$ cat config.mk
export PLATFORM = sky130hd
export DESIGN_NAME = up_down_mod_counter
export DESIGN_NICKNAME = d
export VERILOG_FILES = /design/src/rtl/up_down_mod_counter.sv
export SDC_FILE = /design/constraint.sdc
export NUM_CORES = 1
export LEC_CHECK = 0
export BUFFER_PORTS_ARGS = -buffer_cell sky130_fd_sc_hd__buf_4
export CORE_AREA = 2 2 39 41
export CTS_CLUSTER_SIZE = 14
export DETAILED_ROUTE_END_ITERATION = 8
export DIE_AREA = 0 0 41 43
export SLEW_MARGIN = 20
export SYNTH_ARGS = -nofsm -noshare
export SYNTH_HDL_FRONTEND = slang
export SYNTH_SLANG_ARGS = --single-unit
$ cat constraint.sdc
create_clock -name clk -period 1.5 [get_ports clk]
set_input_delay 0.3 -clock clk [delete_from_list [all_inputs] [get_ports clk]]
set_output_delay 0.3 -clock clk [all_outputs]
set_load 0.02 [all_outputs]
$ cat src/rtl/up_down_mod_counter.sv
// Bidirectional modulo-MOD counter with clear, clamped parallel load, wrap or
// saturate behaviour at the boundaries, and registered one-cycle event pulses.
module up_down_mod_counter #(
  parameter int WIDTH     = 4,
  parameter int MOD       = 16,
  parameter bit SATURATE  = 1'b0,
  parameter int RESET_VAL = 0
) (
  input  logic             clk,
  input  logic             rst_aH,
  input  logic             clear,
  input  logic             load,
  input  logic [WIDTH-1:0] load_val,
  input  logic             inc,
  input  logic             dec,
  output logic [WIDTH-1:0] count,
  output logic             at_max,
  output logic             at_min,
  output logic             wrap,
  output logic             sat
);

  localparam logic [WIDTH-1:0] MAX_VAL = WIDTH'(MOD - 1);
  localparam logic [WIDTH-1:0] RST_VAL = WIDTH'(RESET_VAL);
  // One bit wider so MOD == 2**WIDTH is representable in the load clamp compare.
  localparam logic [WIDTH:0]   MOD_W   = (WIDTH + 1)'(MOD);

  generate
    if (MOD < 2 || longint'(MOD) > (longint'(1) << WIDTH) || RESET_VAL < 0 || RESET_VAL >= MOD) begin : g_bad_params
      $error("up_down_mod_counter: illegal MOD/RESET_VAL for WIDTH");
    end
  endgenerate

  logic [WIDTH-1:0] next_count;
  logic             next_wrap;
  logic             next_sat;

  assign at_max = (count == MAX_VAL);
  assign at_min = (count == '0);

  always_comb begin
    next_count = count;
    next_wrap  = 1'b0;
    next_sat   = 1'b0;
    if (clear) begin
      next_count = RST_VAL;
    end else if (load) begin
      next_count = ({1'b0, load_val} < MOD_W) ? load_val : MAX_VAL;
    end else if (inc && !dec) begin
      if (!at_max) begin
        next_count = count + WIDTH'(1);
      end else if (SATURATE) begin
        next_sat = 1'b1;
      end else begin
        next_count = '0;
        next_wrap  = 1'b1;
      end
    end else if (dec && !inc) begin
      if (!at_min) begin
        next_count = count - WIDTH'(1);
      end else if (SATURATE) begin
        next_sat = 1'b1;
      end else begin
        next_count = MAX_VAL;
        next_wrap  = 1'b1;
      end
    end
  end

  always_ff @(posedge clk or posedge rst_aH) begin
    if (rst_aH) begin
      count <= RST_VAL;
      wrap  <= 1'b0;
      sat   <= 1'b0;
    end else begin
      count <= next_count;
      wrap  <= next_wrap;
      sat   <= next_sat;
    end
  end

endmodule

==> flow_summary.json <==
{
  "outcome": "complete, but fails checks",
  "violations": "setup timing",
  "min_path_type": "in2reg",
  "dp.final_hpwl_um": 780,
  "max_cap_viol_count": 0,
  "areaGrowthSynthToFinish_pct": 67.2,
  "finalWirelength_mm": 1.10,
  "fmax_ghz": 0.650,
  "post_dp_cell_area_um2": 587,
  "fin_skew_ns": 0.000111,
  "leakage_nw": 0.336,
  "synth-edff-count": 0,
  "drive_above_1_share_pct": 50.0,
  "ys_ff_latch": 5,
  "die_area_um2": 1760,
  "report.final.slew_viol_count": 0,
  "hold_start": "load",
  "grt_remaining_overflow": 0,
  "antenna_cells": 0,
  "dr.pass1.iters": 4,
  "cts_root_buf": "clkbuf_4",
  "arrival_ns": 1.24,
  "crit_family": "flip-flops",
  "row_count": 14,
  "place_congestion": 0.747,
  "io_pins": 18,
  "grt_pass1_vias": 411,
  "min_to": "wrap",
  "final_area_um2": 694,
  "powerDensity_nw_per_um2": 765,
  "cp-start-kind": "flip-flop",
  "synth_cells": 50,
  "seq_area_frac_synth_pct": 30.1,
  "ys_async_sr_fraction_pct": 100,
  "synth_flop_cell": "dfrtp_1",
  "slowest_stage": "dfrtp_2",
  "reg2reg_from": "count[0]",
  "min_period_over_period_pct": 103,
  "critPathBufInv": 2,
  "route.detailed.drc": 0,
  "die_height_um": 43,
  "drt_iter0_drc": 10,
  "critPathMaxFanout": 4,
  "critical_path_class": "reg2out",
  "worst_slack_ns": -0.0387,
  "hold_slack_ns": 0.260,
  "finalSetupViolCount": 2,
  "vdd_ir_drop_max_mv": 0.284,
  "avgSynthCellArea_um2": 8.31,
  "nets": 93,
  "cts_buffer_depth": 2,
  "setup_tns_ns": -0.0443,
  "cts_sinks": 5,
  "cp.required_ns": 1.20,
  "clock_latency_ns": 0.24,
  "reg2reg_to": "count[0]",
  "dp_slack_ns": -0.0543,
  "syn_area_um2": 415,
  "rsz0062_at_grt": "true",
  "cts_tree": "yes",
  "grt_pass1_wl_mm": 1.73,
  "holdPathStages": 2,
  "path_clk_slew_ns": 0.04,
  "power_w": 0.000531,
  "port_buffers": 16,
  "grt_antenna_before_repair": 0,
  "finalHoldViolCount": 0,
  "coreArea_um2": 1380,
  "grt_max_degree": 10,
  "die_w_um": 41,
  "reg2reg_slack_ns": -0.01,
  "synth_warnings": 0,
  "period_needed_ns": 1.54,
  "cp_cell_sequence": "inv_2 -> ha_4 -> nor3b_4 -> buf_6",
  "numCtsBuffers": 3,
  "grt_usage_pct": 14.2,
  "slowest_delay_ns": 0.43,
  "synthDistinctLibCells": 27,
  "via_per_inst": 4.88,
  "syn_nets": 64,
  "wl_per_cell_um": 11.7,
  "setup.worst_path.end_class": "output pin",
  "num_vias": 459,
  "antenna_left": 0,
  "start_util_pct": 30.0,
  "r2r_cells": 7,
  "cts_max_level": 1
}
[kinds of logic (layout without fill, tap and decap cells)]
kind of cell / Yosys count / count (layout) / synth area share [%]
buf+inv: 8 / 36 / 8.13
flops: 5 / 5 / 30.1
compound gates: 12 / 12 / 18.1
mux: 1 / 1 / 2.41
simple gates: 17 / 17 / 24.1
other cells: 1 / 1 / 0.903
xor+xnor: 2 / 2 / 4.22
fa+ha+maj: 4 / 4 / 12.0
[worst register-to-register path: stages (launching register included)]
cell,delay (ns)
dfrtp_2,0.43
inv_2,0.09
ha_4,0.14
nor3b_4,0.20
buf_4,0.14
and2_4,0.13
nor4_1,0.05
a311oi_1,0.22
[worst max-delay path by stage]
stage | start | to | slack (ns) | cells after the start
detailed placement | inc | count[2] | -0.05 | 5
finish | count[0] | at_min | -0.04 | 4
CTS | count[1] | at_min | -0.04 | 4
global placement | inc | count[2] | -0.02 | 5
floorplan | count[0] | count[0] | -0.02 | 6
global route | count[0] | at_min | -0.08 | 4
[cell usage in the layout (no fill, tap or decap), types with 2 or more instances in the layout]
| master | count |
|---|---|
| and3_1 | 2 |
| clkbuf_4 | 3 |
| nor2_1 | 4 |
| inv_1 | 5 |
| dfrtp_2 | 2 |
| inv_2 | 2 |
| o21ai_0 | 4 |
| nor4_1 | 2 |
| buf_4 | 23 |
| dfrtp_1 | 3 |
| ha_1 | 2 |
[state kept, by name (all words and copies together), names as in the netlist]
register,cells
wrap,1
count,4
[stage by stage]
step | util, % | instances
4_1_cts | 48.4 | 93
3_3_place_gp | 42.4 | 84
5_1_grt | 50.2 | 94
2_1_floorplan | - | 50
6_report | 50.2 | 94
3_5_place_dp | 42.4 | 84
[cell type report]
type	instances	area (um2)
clock buffer	4	26.3
timing repair buffer	25	194
inverter	7	26.3
tap	16	20.0
fill	144	689
sequential	5	128
multi-input combinational	37	300
[synthesized netlist by cell type (2+ instances only)]
cell | n | area (um2)
a21oi_1 | 2 | 10.0
nor4_1 | 2 | 12.5
ha_1 | 4 | 50.1
dfrtp_1 | 5 | 125
nor2_1 | 4 | 15.0
o21ai_0 | 4 | 20.0
inv_1 | 7 | 26.3
and3_1 | 2 | 12.5
a311oi_1 | 2 | 17.5
[power breakdown]
group / switching [W] / internal (W)
sequential: 0.0000209 / 0.000147
combinational: 0.0000955 / 0.000115
clock: 0.0000523 / 0.000100
total: 0.000169 / 0.000362
[layer usage]
layer / share of wire, % / global-route usage (%)
met5: 0 / 0
met4: 0 / 4.00
met3: 5.3 / 3.14
met2: 50 / 21.3
met1: 45 / 20.0
[what timing repair did]
action / 4_1_cts / 5_1_grt
hold buffers: 1 / 0
pin swaps: 2 / 2
buffers inserted: 4 / 1
gates resized for setup: 4 / 4
endpoints found under the hold margin: 5 / 0
setup endpoints to repair: 3 / 6
Note: power is estimated with default switching activity, not from simulation.
